==> src/rtl/i2s_dac_tx_if.sv <==
// Sample bus from the last effect stage plus the I2S pins toward the codec DAC.
// master: the upstream stage / codec side; slave: the transmitter.
interface i2s_dac_tx_if;
  logic signed [31:0] in_L;
  logic signed [31:0] in_R;
  logic               mute;
  logic               sample_strobe;
  logic               short_frame;
  logic               AUD_BCLK;
  logic               AUD_DACLRCK;
  logic               AUD_DACDAT;

  modport master (
    output in_L, in_R, mute, AUD_BCLK, AUD_DACLRCK,
    input  sample_strobe, short_frame, AUD_DACDAT
  );

  modport slave (
    input  in_L, in_R, mute, AUD_BCLK, AUD_DACLRCK,
    output sample_strobe, short_frame, AUD_DACDAT
  );
endinterface

==> src/rtl/i2s_dac_tx.sv <==
// I2S slave transmitter: the codec owns BCLK/LRCK. Both are resynchronised into
// CLOCK_50, a stereo pair is latched at each left boundary and shifted out
// MSB-first with the one-bit I2S delay.
module i2s_dac_tx #(
  parameter int DATA_WIDTH  = 24,
  parameter int SYNC_STAGES = 2
) (
  input  logic        CLOCK_50,
  input  logic        reset_n,
  i2s_dac_tx_if.slave bus
);

  localparam int CW = $clog2(DATA_WIDTH + 1);
  localparam logic [CW-1:0] CNT_FULL = CW'(DATA_WIDTH);

  typedef enum logic {ST_IDLE, ST_RUN} state_e;

  // Internal reset: asserts with reset_n, releases two clocks later.
  logic [1:0] rst_sync_q;
  logic       rst_n_int;

  logic [SYNC_STAGES-1:0] bclk_sync_q;
  logic [SYNC_STAGES-1:0] lrck_sync_q;
  logic                   bclk_dly_q;
  logic                   bclk_s;
  logic                   lrck_s;
  logic                   bclk_rise;
  logic                   bclk_fall;
  logic                   left_bnd;
  logic                   right_bnd;

  state_e state_q, state_d;
  logic   started;

  logic [DATA_WIDTH-1:0] word_l;
  logic [DATA_WIDTH-1:0] word_r;
  logic [DATA_WIDTH-1:0] shift_q, shift_d;
  logic [DATA_WIDTH-1:0] hold_r_q, hold_r_d;
  logic [CW-1:0]         bit_cnt_q, bit_cnt_d;
  logic                  lrck_prev_q, lrck_prev_d;
  logic                  dacdat_q, dacdat_d;
  logic                  strobe_q, strobe_d;
  logic                  short_q, short_d;

  // Reset synchroniser: async assert, sync release.
  always_ff @(posedge CLOCK_50 or negedge reset_n) begin
    if (!reset_n) rst_sync_q <= '0;
    else          rst_sync_q <= {rst_sync_q[0], 1'b1};
  end
  assign rst_n_int = rst_sync_q[1];

  // Bring the codec clocks into CLOCK_50 and keep one extra BCLK copy for edges.
  always_ff @(posedge CLOCK_50 or negedge rst_n_int) begin
    if (!rst_n_int) begin
      bclk_sync_q <= '0;
      lrck_sync_q <= '0;
      bclk_dly_q  <= 1'b0;
    end else begin
      bclk_sync_q <= {bclk_sync_q[SYNC_STAGES-2:0], bus.AUD_BCLK};
      lrck_sync_q <= {lrck_sync_q[SYNC_STAGES-2:0], bus.AUD_DACLRCK};
      bclk_dly_q  <= bclk_sync_q[SYNC_STAGES-1];
    end
  end

  assign bclk_s    = bclk_sync_q[SYNC_STAGES-1];
  assign lrck_s    = lrck_sync_q[SYNC_STAGES-1];
  assign bclk_rise = bclk_s & ~bclk_dly_q;
  assign bclk_fall = ~bclk_s & bclk_dly_q;
  // LRCK is stable at the rising edge, so boundaries are judged only there.
  assign left_bnd  = bclk_rise & ~lrck_s & lrck_prev_q;
  assign right_bnd = bclk_rise & lrck_s & ~lrck_prev_q;

  // Mute and truncation are applied once, as the pair is latched.
  assign word_l = bus.mute ? '0 : bus.in_L[31 -: DATA_WIDTH];
  assign word_r = bus.mute ? '0 : bus.in_R[31 -: DATA_WIDTH];

  // Low sample bits below the transmitted word are deliberately dropped.
  if (DATA_WIDTH < 32) begin : g_trunc
    logic unused_low_bits;
    assign unused_low_bits = ^{bus.in_L[31-DATA_WIDTH:0], bus.in_R[31-DATA_WIDTH:0]};
  end

  // Startup state register: idle until the first left boundary after reset.
  always_ff @(posedge CLOCK_50 or negedge rst_n_int) begin
    if (!rst_n_int) state_q <= ST_IDLE;
    else            state_q <= state_d;
  end

  // Startup next state: a right boundary alone never starts transmission.
  always_comb begin
    state_d = state_q;
    if (state_q == ST_IDLE && left_bnd) state_d = ST_RUN;
  end

  // Startup output decode.
  always_comb begin
    started = (state_q == ST_RUN);
  end

  // Frame bookkeeping on BCLK rises, serial shifting on BCLK falls.
  always_comb begin
    lrck_prev_d = lrck_prev_q;
    bit_cnt_d   = bit_cnt_q;
    shift_d     = shift_q;
    hold_r_d    = hold_r_q;
    dacdat_d    = dacdat_q;
    short_d     = short_q;
    strobe_d    = 1'b0;
    if (bclk_rise) begin
      lrck_prev_d = lrck_s;
      if (left_bnd) begin
        if (started && bit_cnt_q < CNT_FULL) short_d = 1'b1;
        hold_r_d  = word_r;
        shift_d   = word_l;
        bit_cnt_d = '0;
        strobe_d  = 1'b1;
      end else if (right_bnd) begin
        if (started) begin
          if (bit_cnt_q < CNT_FULL) short_d = 1'b1;
          shift_d   = hold_r_q;
          bit_cnt_d = '0;
        end
      end else if (bit_cnt_q < CNT_FULL) begin
        bit_cnt_d = bit_cnt_q + CW'(1);
      end
    end
    // Zero fill means the line idles low once the word has gone out.
    if (bclk_fall && started) begin
      dacdat_d = shift_q[DATA_WIDTH-1];
      shift_d  = {shift_q[DATA_WIDTH-2:0], 1'b0};
    end
  end

  // Datapath registers.
  always_ff @(posedge CLOCK_50 or negedge rst_n_int) begin
    if (!rst_n_int) begin
      lrck_prev_q <= 1'b0;
      bit_cnt_q   <= '0;
      shift_q     <= '0;
      hold_r_q    <= '0;
      dacdat_q    <= 1'b0;
      strobe_q    <= 1'b0;
      short_q     <= 1'b0;
    end else begin
      lrck_prev_q <= lrck_prev_d;
      bit_cnt_q   <= bit_cnt_d;
      shift_q     <= shift_d;
      hold_r_q    <= hold_r_d;
      dacdat_q    <= dacdat_d;
      strobe_q    <= strobe_d;
      short_q     <= short_d;
    end
  end

  assign bus.AUD_DACDAT    = dacdat_q;
  assign bus.sample_strobe = strobe_q;
  assign bus.short_frame   = short_q;

endmodule

==> src/flat_wrapper.sv <==
// flat-port wrapper written by rule: the top's interface ports become plain ports
module i2s_dac_tx_flat 
#(
  parameter int DATA_WIDTH  = 24,
  parameter int SYNC_STAGES = 2
)
  (CLOCK_50, reset_n, bus_in_L, bus_in_R, bus_mute, bus_AUD_BCLK, bus_AUD_DACLRCK, bus_sample_strobe, bus_short_frame, bus_AUD_DACDAT);
  i2s_dac_tx_if bus_i ();
  input  logic CLOCK_50;
  input  logic reset_n;
  input wire logic [$bits(bus_i.in_L)-1:0] bus_in_L;
  input wire logic [$bits(bus_i.in_R)-1:0] bus_in_R;
  input wire logic [$bits(bus_i.mute)-1:0] bus_mute;
  input wire logic [$bits(bus_i.AUD_BCLK)-1:0] bus_AUD_BCLK;
  input wire logic [$bits(bus_i.AUD_DACLRCK)-1:0] bus_AUD_DACLRCK;
  output wire logic [$bits(bus_i.sample_strobe)-1:0] bus_sample_strobe;
  output wire logic [$bits(bus_i.short_frame)-1:0] bus_short_frame;
  output wire logic [$bits(bus_i.AUD_DACDAT)-1:0] bus_AUD_DACDAT;
  assign bus_i.in_L = bus_in_L;
  assign bus_i.in_R = bus_in_R;
  assign bus_i.mute = bus_mute;
  assign bus_i.AUD_BCLK = bus_AUD_BCLK;
  assign bus_i.AUD_DACLRCK = bus_AUD_DACLRCK;
  assign bus_sample_strobe = bus_i.sample_strobe;
  assign bus_short_frame = bus_i.short_frame;
  assign bus_AUD_DACDAT = bus_i.AUD_DACDAT;
  i2s_dac_tx #(.DATA_WIDTH(DATA_WIDTH), .SYNC_STAGES(SYNC_STAGES)) u_core (.CLOCK_50(CLOCK_50), .reset_n(reset_n), .bus(bus_i));
endmodule
==> config.mk <==
export PLATFORM = sky130hd
export DESIGN_NAME = i2s_dac_tx_flat
export DESIGN_NICKNAME = d
export VERILOG_FILES = /design/src/rtl/i2s_dac_tx_if.sv /design/src/rtl/i2s_dac_tx.sv /design/src/flat_wrapper.sv
export SDC_FILE = /design/constraint.sdc
export NUM_CORES = 1
export LEC_CHECK = 0
export ABC_AREA = 1
export BUFFER_PORTS_ARGS = -buffer_cell sky130_fd_sc_hd__buf_2
export CORE_ASPECT_RATIO = 0.6
export CORE_MARGIN = 4
export CORE_UTILIZATION = 55
export CTS_CLUSTER_SIZE = 16
export DETAILED_ROUTE_END_ITERATION = 6
export GPL_TIMING_DRIVEN = 0
export PLACE_DENSITY = 0.8
export SETUP_SLACK_MARGIN = 0.2
export SLEW_MARGIN = 10
export SYNTH_ARGS = -nofsm -noshare
export SYNTH_HDL_FRONTEND = slang
export SYNTH_SLANG_ARGS = --single-unit
==> constraint.sdc <==
create_clock -name CLOCK_50 -period 2.27 [get_ports CLOCK_50]
set_input_delay 0.454 -clock CLOCK_50 [delete_from_list [all_inputs] [get_ports CLOCK_50]]
set_output_delay 0.454 -clock CLOCK_50 [all_outputs]
set_load 0.005 [all_outputs]
==> metrics.md, run 1 <==
| Metric | Value |
|---|---|
| Initial antenna violation count | 0 |
| Post-cts sizing count | 0 |
| Pint | 2.19 mW |
| Clock Skew | 0.00530 ns |
| Reg2Reg Depth | 9 |
| Iter 0 DRT Violations | 194 |
| Area Growth Syn to Fin | 16.2% |
| Pin count of the biggest net entering global routing | 64 |
| Worst path arrival time | around 1.9 ns |
| Synthesized flop and latch total | 65 |
| Crit path kind | reg -> reg |
| Layout Cells excl Fill | approximately 610 |
| Metal2 WL | about 3.5 mm |
| Post-CTS Setup Inserts | 0 |
| Startpoint Class | flop |
| Run status | finished clean |
| Final RePlAce weighted congestion | approximately 0.84 |
| Residual DRC count | 0 |
| Clock buffer count from CTS | 9 |
| M1 WL | approximately 3.7 mm |
| Ports | 72 |
| Post-synthesis sequential area ratio | 47.1% |
| Count of final setup violators | 0 |
| Post-route ant nets | 0 |
| Syn Nets | 524 |
| Most frequent cells in the layout | nand2_1 (208), dfrtp_1 (64), buf_2 (63) |
| Switching Share | 34.3% |
| DR vias | about 3000 |
| Final hold vios | 0 |
| Hold WC Path Type | in -> reg |
| Fmax | 0.620 GHz |
| Fin crit share | 71.1% |
| Metal3 WL | 565 um |
| Max Used Layer | met4 |
| Hold-critical path depth | 1 |
| Maximum VDD drop | 523 uV |
| Combinational power share | 24.1% |
| Clk pwr share | 26.0% |
| Worst Path Required | 2.50 ns |
| Gr usage total | 22.8% |
| DRT Pass-1 Iters | 4 |
| Clock-pin slew of the registers on the worst-case setup and hold paths | 0.07 ns |
| End-of-flow core utilization | 65.7% |
| Diode count | 0 |
| Mapped Area | 3450 sq um |
| Detail Placement HPWL | 5.63 mm |
| # placed instances | ~590 |
| Final min period | 1.61 ns |
| Routed WL | 7.86 mm |
| H-tree depth | 3 |
| Fin. max-slew vios | 0 |
| Vias in the first global route | 3082 |
| Slew @ Worst Pin | just over 0.8 ns |
| Wire per inst | about 13 um |
| Via/cell ratio | 4.94 |
| Worst Setup End Kind | flop |
| Row cnt | 22 |
| Die area | 7650 sq um |
| RSZ-0062 raised after global routing | no |
| Ys Warns | 0 |
| CTS tree | built |
| Leakage | about 2.4 nW |
| Power per cell area | 831 nW/um^2 |
| Clk buf depth | 2 |
| First-pass GRT wire length | 13.8 mm |
| Clk_lat worst skew | 0.35 ns |
| Std-Cell Core Area | between 6000 and 7000 sq um |
| Grt ovf | 0 |
| Die Span Y | approximately 69 um |
| Initial Util | 56.5% |
| IO Port Bufs | 54 |
| Max Cap Viol | 0 |
| Netlist cell types | 26 |
| Layout cells sized above 1 | 22.5% |
| Cells after Synth | 454 |
| Post-synthesis area per instance | 7.60 sq um |
| Die W | 110 um |
| NetSw | ~1.1 mW |
| Clock Tree Root | clkbuf_8 |
| Seq pwr share | between 40% and 50% |
| Layout Nets | 590 |
| Worst-path maximum fanout | 10 |
| CTS Sinks | 65 |
| Hold-fix buffers at CTS | 1 |
| Commonest non-fill, non-tap cell in the layout | nand2_1 |
| Relative slew margins | 46.3% |
[synthesized netlist by cell type (all sizes together)]
cell type,number,area [sq um]
o31ai,24,275
o21bai,1,7.51
clkinv,1,5.00
o21ai,8,40.0
buf,18,113
xor2,1,8.76
nand3,30,165
nand4,4,25.0
clkbuf,4,15.0
conb,1,3.75
nand2,211,810
ha,1,12.5
nor2,26,121
inv,58,218
a31oi,1,6.26
dfrtp,65,1630
[worst paths after layout]
kind                                              endpoint  slack [ns]                            start
hold reg to reg             u_core.rst_sync_q[1]$_DFF_PN0_        0.36   u_core.rst_sync_q[0]$_DFF_PN0_
setup / recovery            u_core.shift_q[21]$_DFFE_PN0P_        0.66  u_core.lrck_sync_q[1]$_DFF_PN0_
hold / removal             u_core.bclk_sync_q[0]$_DFF_PN0_        0.21                     bus_AUD_BCLK
min in group asynchronous   u_core.rst_sync_q[1]$_DFF_PN0_        0.41                          reset_n
max in group asynchronous   u_core.hold_r_q[5]$_DFFE_PN0P_        1.32   u_core.rst_sync_q[1]$_DFF_PN0_
setup reg to reg            u_core.shift_q[21]$_DFFE_PN0P_        0.66  u_core.lrck_sync_q[1]$_DFF_PN0_
[power groups by stage]
stage	clock network, mW	logic, mW	registers [mW]
after global placement	0	0.771	1.67
after CTS	0.891	0.812	1.67
after detailed placement	0	0.806	1.68
final	0.866	0.804	1.67
after global routing	0.935	0.957	1.70
after floorplan	0	0.614	1.64
[registers in the layout, indices dropped and copies added (netlist names)]
register,count
u_core.started,1
u_core.hold_r_q,24
u_core.lrck_prev_q,1
u_core.bit_cnt_q,5
u_core.lrck_sync_q,2
u_core.bus.short_frame,1
u_core.bus.sample_strobe,1
u_core.shift_q,24
u_core.bclk_dly_q,1
u_core.bclk_sync_q,2
u_core.rst_sync_q,2
u_core.bus.AUD_DACDAT,1
[kinds of logic (layout without fill, tap and decap cells)]
| group | Yosys count | after routing | share of synthesized area, % |
|---|---|---|---|
| buffers and inverters | 81 | 152 | 10.1 |
| flip-flops | 65 | 65 | 47.1 |
| XOR/XNOR | 1 | 1 | 0.254 |
| AND/OR/NAND/NOR | 271 | 271 | 32.5 |
| adder cells (fa/ha/maj) | 1 | 1 | 0.362 |
| AO/OA/AOI/OAI | 34 | 34 | 9.53 |
| other | 1 | 1 | 0.109 |
[final cells by class]
cell class | count | area [sq um]
fill | 571 | 2100
buffer | 22 | 128
multi-input combinational | 308 | 1480
clock inverter | 7 | 47.5
inverter | 59 | 223
clock buffer | 9 | 124
tap | 84 | 105
timing repair buffer | 55 | 280
sequential | 65 | 1630
[critical path, stage by stage, from the launching register on]
cell,delay (ns)
dfrtp_1,0.46
nor2_4,0.25
nand2_4,0.13
buf_2,0.21
nand2_1,0.12
nand2_1,0.08
nand2_1,0.07
nand2_1,0.06
nand2_1,0.06
nand2_1,0.05
[metal layers]
layer | vias up | track usage, %
met1 | 1384 | 30.9
met5 | - | 0
met2 | 94 | 35.6
li1 | 1523 | -
met4 | 0 | 4.92
met3 | 7 | 7.63
[per-stage QoR]
stage	setup WS (ns)	hold WS, ns	power (mW)	TNS [ns]	cell area (sq um)
floorplan	0.326	0.158	2.25	0	3450
global placement	-0.416	0.239	2.44	-25.94	3830
detailed placement	0.675	0.241	2.49	0	3830
CTS	0.669	0.193	3.37	0	4010
global route	0.510	0.195	3.60	0	4010
finish	0.656	0.212	3.34	0	4010
(Power assumes the default switching activity.)
==> run 2, diff against run 1 <==
--- a/config.mk
+++ b/config.mk
@@ -9,11 +9,11 @@
 export BUFFER_PORTS_ARGS = -buffer_cell sky130_fd_sc_hd__buf_2
 export CORE_ASPECT_RATIO = 0.6
 export CORE_MARGIN = 4
-export CORE_UTILIZATION = 55
+export CORE_UTILIZATION = 49
 export CTS_CLUSTER_SIZE = 16
 export DETAILED_ROUTE_END_ITERATION = 6
 export GPL_TIMING_DRIVEN = 0
-export PLACE_DENSITY = 0.8
+export PLACE_DENSITY = 0.76
 export SETUP_SLACK_MARGIN = 0.2
 export SLEW_MARGIN = 10
 export SYNTH_ARGS = -nofsm -noshare
==> constraint.sdc (replaced) <==
create_clock -name CLOCK_50 -period 1.46 [get_ports CLOCK_50]
set_input_delay 0.292 -clock CLOCK_50 [delete_from_list [all_inputs] [get_ports CLOCK_50]]
set_output_delay 0.292 -clock CLOCK_50 [all_outputs]
set_load 0.005 [all_outputs]
==> run 2 against run 1 <==
Effect of this change: the flow now finishes with violations (setup timing); utilization increased by 2.7 points; sequential cell count unchanged; first-iteration DRC count increased by 76%; clock skew increased by 0.0016 ns; sequential power increased by 59%; critical path depth decreased by 1; design area increased by 15%; fmax increased by 9.2%; cell count increased by 3.9%; critical endpoint is now u_core.bit_cnt_q[0]$_DFFE_PN0P_; largest power group unchanged.
==> metrics.md, run 2 (same netlist as run 1, synthesis figures left out) <==
| Metric | Value |
|---|---|
| Run status | finished, violations left |
| Failing checks | setup timing |
| Detail Placement HPWL | 5.73 mm (+1.9%) |
| Clock Skew | 0.00688 ns (+0.00158 ns) |
| Largest regs | u_core.hold_r_q (24), u_core.shift_q (24), u_core.bit_cnt_q (5) |
| Hold WC Path Type | in -> reg |
| Clock buffer count from CTS | 9 (unchanged) |
| Startpoint Class | flop |
| DRT Pass-1 Iters | 5 (+1) |
| Layout cells sized above 1 | 33.2% (+11 points) |
| Initial antenna violation count | 0 (unchanged) |
| RSZ-0062 raised after global routing | yes |
| Metal3 WL | 722 um (+28%) |
| Clk_lat worst skew | 0.33 ns (-0.02 ns) |
| Layout Nets | 611 (+3.6%) |
| Commonest non-fill, non-tap cell in the layout | nand2_1 |
| Worst path arrival time | 1.68 ns (-0.17 ns) |
| Total power | 6.37 mW (+91%) |
| Worst Setup End Kind | flop |
| Die Span Y | 73.0 um (+5.3%) |
| Crit path kind | reg -> reg |
| Routed WL | 9.16 mm (+17%) |
| Gr usage total | 21.8% (-1.0 points) |
| R2R Path End | u_core.bit_cnt_q[0]$_DFFE_PN0P_ |
| Die area | 8500 sq um (+11%) |
| CTS tree | built |
| Max Used Layer | met4 |
| Post-route ant nets | 0 (unchanged) |
| Count of final setup violators | 4 (+4) |
| H-tree depth | 3 (unchanged) |
| IO Port Bufs | 54 (unchanged) |
| Pin count of the biggest net entering global routing | 64 (unchanged) |
| Fin. max-slew vios | 0 (unchanged) |
| Leakage | 2.63 nW (+11%) |
| Slew @ Worst Pin | 0.810 ns (+0.00434 ns) |
| Power per cell area | 1380 nW/um^2 (+66%) |
| End-of-flow core utilization | 68.4% (+2.7 points) |
| Setup ws final | -0.0183 ns (-0.675 ns) |
| Die W | 116 um (+5.5%) |
| Most frequent cells in the layout | nand2_1 (173), dfrtp_1 (62), buf_2 (56) |
| CTS Sinks | 65 (unchanged) |
| Iter 0 DRT Violations | 341 (+76%) |
| Row cnt | 23 (+4.5%) |
| Via/cell ratio | 5.14 (+4.1%) |
| Metal2 WL | 4.29 mm (+23%) |
| Std-Cell Core Area | 6760 sq um (+11%) |
| Max Cap Viol | 0 (unchanged) |
| Vias in the first global route | 3199 (+3.8%) |
| # placed instances | 595 (+0.51%) |
| Fmax | 0.676 GHz (+9.2%) |
| Worst Path Required | 1.66 ns (-0.84 ns) |
| M1 WL | 4.02 mm (+7.7%) |
| Crit path launch | u_core.lrck_prev_q$_DFFE_PN0P_ |
| Grt ovf | 0 (unchanged) |
| Wire per inst | 14.5 um (+12%) |
| Layout Cells excl Fill | 633 (+3.9%) |
| CP Capture Point | u_core.bit_cnt_q[0]$_DFFE_PN0P_ |
| Reg2Reg Depth | 8 (-1) |
| Final RePlAce weighted congestion | 0.836 (-0.57%) |
| Initial Util | 51.0% (-5.4 points) |
| Ports | 72 (unchanged) |
| Area Growth Syn to Fin | 34.0% |
| Diode count | 0 (unchanged) |
| Clock-pin slew of the registers on the worst-case setup and hold paths | 0.05 ns (-0.02 ns) |
| Final min period | 1.48 ns (-0.135 ns) |
| Maximum VDD drop | 915 uV (+75%) |
| DR vias | 3255 (+8.2%) |
| Final hold vios | 0 (unchanged) |
| Reg2Reg Launch Point | u_core.lrck_prev_q$_DFFE_PN0P_ |
| Clock Tree Root | clkbuf_16 |
| Residual DRC count | 0 (unchanged) |
| Relative slew margins | 46.0% (-0.29 points) |
| First-pass GRT wire length | 14.3 mm (+3.9%) |
| Clk buf depth | 2 (unchanged) |
| Fin crit share | 101% (+30 points) |
| Reg2Reg Setup Slack | -0.02 ns (-0.67 ns) |
| Worst-path maximum fanout | 10 (unchanged) |
[run 2: changes by cell type in the layout (fill, tap and decap cells not counted), moves of 3 or more]
cell,previous run,this run
buf_4,5,24
buf_2,63,56
o31ai_1,5,1
nand2_2,1,21
nand2_4,2,17
clkbuf_8,9,2
o31ai_2,19,22
clkinvlp_4,5,0
clkbuf_16,0,11
nand2_1,208,173
buf_6,2,6
[run 2: worst min path at each step]
| stage | from | end | cells past startpoint |
|---|---|---|---|
| floorplan | reset_n | u_core.rst_sync_q[0]$_DFF_PN0_ | 0 |
| global placement | reset_n | u_core.rst_sync_q[0]$_DFF_PN0_ | 1 |
| detailed placement | reset_n | u_core.rst_sync_q[1]$_DFF_PN0_ | 1 |
| CTS | bus_AUD_DACLRCK | u_core.lrck_sync_q[0]$_DFF_PN0_ | 1 |
| global route | bus_AUD_BCLK | u_core.bclk_sync_q[0]$_DFF_PN0_ | 1 |
| finish | bus_AUD_BCLK | u_core.bclk_sync_q[0]$_DFF_PN0_ | 1 |
[run 2: where the power goes]
group,switching [mW],total [mW],internal [mW]
Combinational,0.852,1.55,0.697
Sequential,0.368,2.66,2.30
Clock,0.753,2.16,1.41
[run 2: cell type report]
class	count	area, sq um
Fill cell	546	2140
Multi-Input combinational cell	309	1700
Sequential cell	65	1630
Timing Repair Buffer	75	465
Clock buffer	13	260
Inverter	59	226
Buffer	22	193
Tap cell	87	109
Clock inverter	3	40.0
[run 2: repair_timing]
action | 4_1_cts | 5_1_grt
gates resized for setup | 27 | 55
endpoints found under the setup margin | 55 | 56
setup buffers | 7 | 11
pin swaps | 3 | 12
hold buffers | 1 | 0
hold endpoints to repair | 2 | 0
cloned | 0 | 3
[run 2: routing by layer]
metal  GRT usage (%)  vias to the layer above
li1                -                     1569
met1            28.2                     1531
met4            7.21                        0
met5               0                        -
met3            6.96                       16
met2            34.9                      139
[run 2: critical path, cell delays in order, from the launching register on]
cell and delay (ns):
dfrtp_1 0.37, inv_2 0.08, nor2_4 0.24, buf_4 0.18, nand2_4 0.07, nand3_1 0.12, nand2_4 0.10, nand2_1 0.09
o21ai_0 0.09
[run 2: through the flow]
step / setup TNS (ns) / area, sq um / hold WS (ns) / setup WS (ns)
floorplan: 0 / 3460 / -0.00359 / 0.179
global placement: -3.04 / 3840 / 0.0786 / -0.160
detailed placement: -0.228 / 3840 / 0.0822 / -0.0679
CTS: 0 / 4290 / 0.0633 / 0.0484
global route: -1.91 / 4630 / 0.0616 / -0.0921
finish: -0.0582 / 4630 / 0.0687 / -0.0183
==> run 3, diff against run 2 <==
--- a/config.mk
+++ b/config.mk
@@ -9,11 +9,11 @@
 export BUFFER_PORTS_ARGS = -buffer_cell sky130_fd_sc_hd__buf_2
 export CORE_ASPECT_RATIO = 0.6
 export CORE_MARGIN = 4
-export CORE_UTILIZATION = 49
+export CORE_UTILIZATION = 59
 export CTS_CLUSTER_SIZE = 16
 export DETAILED_ROUTE_END_ITERATION = 6
 export GPL_TIMING_DRIVEN = 0
-export PLACE_DENSITY = 0.76
+export PLACE_DENSITY = 0.92
 export SETUP_SLACK_MARGIN = 0.2
 export SLEW_MARGIN = 10
 export SYNTH_ARGS = -nofsm -noshare
==> constraint.sdc (replaced) <==
create_clock -name CLOCK_50 -period 1.9 [get_ports CLOCK_50]
set_input_delay 0.38 -clock CLOCK_50 [delete_from_list [all_inputs] [get_ports CLOCK_50]]
set_output_delay 0.38 -clock CLOCK_50 [all_outputs]
set_load 0.005 [all_outputs]
==> run 3 against run 2 <==
Effect of this change: the run now ends clean; clock skew grew 0.0015 ns; hold slack gained 0.069 ns; design area shrank 12%; non-clock buffer count shrank 14.
==> metrics.md, run 3 (same netlist as run 1, synthesis figures left out) <==
| Metric | Value |
|---|---|
| Die W | 107 um (-8.3%) |
| Multi-input gate area | 1480 sq um (-13%) |
| Hold path start | bus_AUD_DACLRCK |
| Post-detailed-placement cell area | 3830 sq um (-0.49%) |
| Pin count of the biggest net entering global routing | 64 (unchanged) |
| Fin. max-slew vios | 0 (unchanged) |
| Clock Tree Root | clkbuf_8 |
| Layout cells sized above 1 | 23.4% (-9.8 points) |
| Final Cell Area | 4090 sq um (-12%) |
| Slowest cell on the critical path | dfrtp_1 |
| CP peak stage delay | 0.40 ns (+0.03 ns) |
| Crit path buf inv count | 4 (+2) |
| Final TNS setup | 0 ns (+0.0582 ns) |
| Power per cell area | 1030 nW/um^2 (-26%) |
| Row cnt | 21 (-8.7%) |
| RSZ-0062 raised after global routing | no |
| Slew @ Worst Pin | 0.814 ns (+0.00414 ns) |
| Std-Cell Core Area | 5620 sq um (-17%) |
| Startpoint Class | flop |
| Largest regs | u_core.hold_r_q (24), u_core.shift_q (24), u_core.bit_cnt_q (5) |
| Fin crit share | 82.1% (-19 points) |
| IO Port Bufs | 54 (unchanged) |
| Hold_ws | 0.138 ns (+0.0691 ns) |
| Most frequent cells in the layout | nand2_1 (208), dfrtp_1 (64), buf_2 (63) |
| Initial Util | 61.4% (+10 points) |
| H-tree depth | 3 (unchanged) |
| Grt ovf | 0 (unchanged) |
| Crit path launch | u_core.bclk_sync_q[1]$_DFF_PN0_ |
| Residual DRC count | 0 (unchanged) |
| Initial antenna violation count | 0 (unchanged) |
| CTS Sinks | 65 (unchanged) |
| CTS tree | built |
| Final RePlAce weighted congestion | 0.818 (-2.2%) |
| Clk buf depth | 2 (unchanged) |
| Relative slew margins | 45.7% (-0.28 points) |
| Fill count | 462 (-15%) |
| Via/cell ratio | 5.18 (+0.70%) |
| DR vias | 3164 (-2.8%) |
| Final hold vios | 0 (unchanged) |
| # placed instances | 588 (-1.2%) |
| Worst Path Required | 2.13 ns (+0.47 ns) |
| Hold WC Path Type | in -> reg |
| Fmax | 0.641 GHz (-5.2%) |
| Final min period | 1.56 ns (+0.0813 ns) |
| Clock-pin slew of the registers on the worst-case setup and hold paths | 0.07 ns (+0.02 ns) |
| Wire per inst | 13.3 um (-8.1%) |
| Max Cap Viol | 0 (unchanged) |
| Storage element area | 1630 sq um (-0.15%) |
| Layout Nets | 596 (-2.5%) |
| Vias in the first global route | 2929 (-8.4%) |
| Worst path top cell family by delay | buffers and inverters |
| Area Growth Syn to Fin | 18.4% |
| Clock Skew | 0.00834 ns (+0.00147 ns) |
| Post-route ant nets | 0 (unchanged) |
| Count of final setup violators | 0 (-4) |
| DRT Pass-1 Iters | 5 (unchanged) |
| Gr usage total | 24.0% (+2.2 points) |
| Leakage | 2.43 nW (-7.5%) |
| Total power | 4.19 mW (-34%) |
| First-pass GRT wire length | 13.4 mm (-6.3%) |
| Diode count | 0 (unchanged) |
| Layout Cells excl Fill | 611 (-3.5%) |
| Crit path kind | reg -> reg |
| Routed WL | 8.13 mm (-11%) |
| Maximum VDD drop | 560 uV (-39%) |
| Ports | 72 (unchanged) |
| Detail Placement HPWL | 5.69 mm (-0.70%) |
| Clock buffer count from CTS | 9 (unchanged) |
| Worst-path maximum fanout | 10 (unchanged) |
| Pre-CTS setup slack | 0.324 ns (+0.392 ns) |
| Reg2Reg Launch Point | u_core.bclk_sync_q[1]$_DFF_PN0_ |
| Die area | 7180 sq um (-16%) |
| Worst Setup End Kind | flop |
| Worst path arrival time | 1.79 ns (+0.11 ns) |
| Cell Chain, Critical Path | inv_2 -> nor2_8 -> buf_4 -> nand3_2 -> nand3_2 -> nand2_4 -> clkinv_2 -> buf_6 -> nand2_1 -> nand2_1 |
| Reg2Reg Setup Slack | 0.34 ns (+0.36 ns) |
| Run status | finished clean |
| Clk_lat worst skew | 0.35 ns (+0.02 ns) |
| End-of-flow core utilization | 72.7% (+4.3 points) |
| Setup ws final | 0.340 ns (+0.359 ns) |
| Die Span Y | 67.3 um (-7.9%) |
| Commonest non-fill, non-tap cell in the layout | nand2_1 |
| Iter 0 DRT Violations | 259 (-24%) |
[run 3: power breakdown]
group	leakage [nW]	internal (mW)	total, mW	switching [mW]
combinational	1.49	0.404	0.987	0.584
sequential	0.837	1.76	2.00	0.244
clock	0.0985	0.643	1.20	0.558
total	2.43	2.80	4.19	1.39
[run 3: final cells by class]
cell class	count	share of cell area (%)
Buffer	22	3.12
Tap cell	80	2.45
Sequential cell	65	39.9
Multi-Input combinational cell	308	36.1
Timing Repair Buffer	61	7.96
Inverter	59	5.45
Clock inverter	6	1.65
Clock buffer	10	3.37
[run 3: worst paths after layout]
kind	depth (start not counted)	end
min in group asynchronous	2	u_core.rst_sync_q[1]$_DFF_PN0_
worst min register to register	0	u_core.bclk_sync_q[1]$_DFF_PN0_
worst max-delay path	10	u_core.shift_q[15]$_DFFE_PN0P_
worst max register to register	10	u_core.shift_q[15]$_DFFE_PN0P_
worst min-delay path	1	u_core.lrck_sync_q[0]$_DFF_PN0_
max in group asynchronous	0	u_core.shift_q[19]$_DFFE_PN0P_
[run 3: layer usage]
metal  global-route usage (%)  part of all wire (%)  vias to the layer above
li1                         -                     -                     1534
met1                     32.2                    44                     1460
met2                     39.0                    45                      158
met3                     6.88                    10                       12
met4                     6.38                  0.98                        0
met5                        0                     0                        -
[run 3: repair_timing]
action | in CTS | in global routing
endpoints found under the setup margin | 0 | 3
buffers inserted | 0 | 6
hold buffers | 1 | 0
endpoints found under the hold margin | 2 | 0
resized for setup | 0 | 0
[run 3: worst register-to-register path: stages, from the launching register on]
cell      delay, ns
dfrtp_1        0.40
inv_2          0.12
nor2_8         0.07
buf_4          0.14
nand3_2        0.09
nand3_2        0.11
nand2_4        0.12
clkinv_2       0.11
buf_6          0.16
nand2_1        0.07
nand2_1        0.05
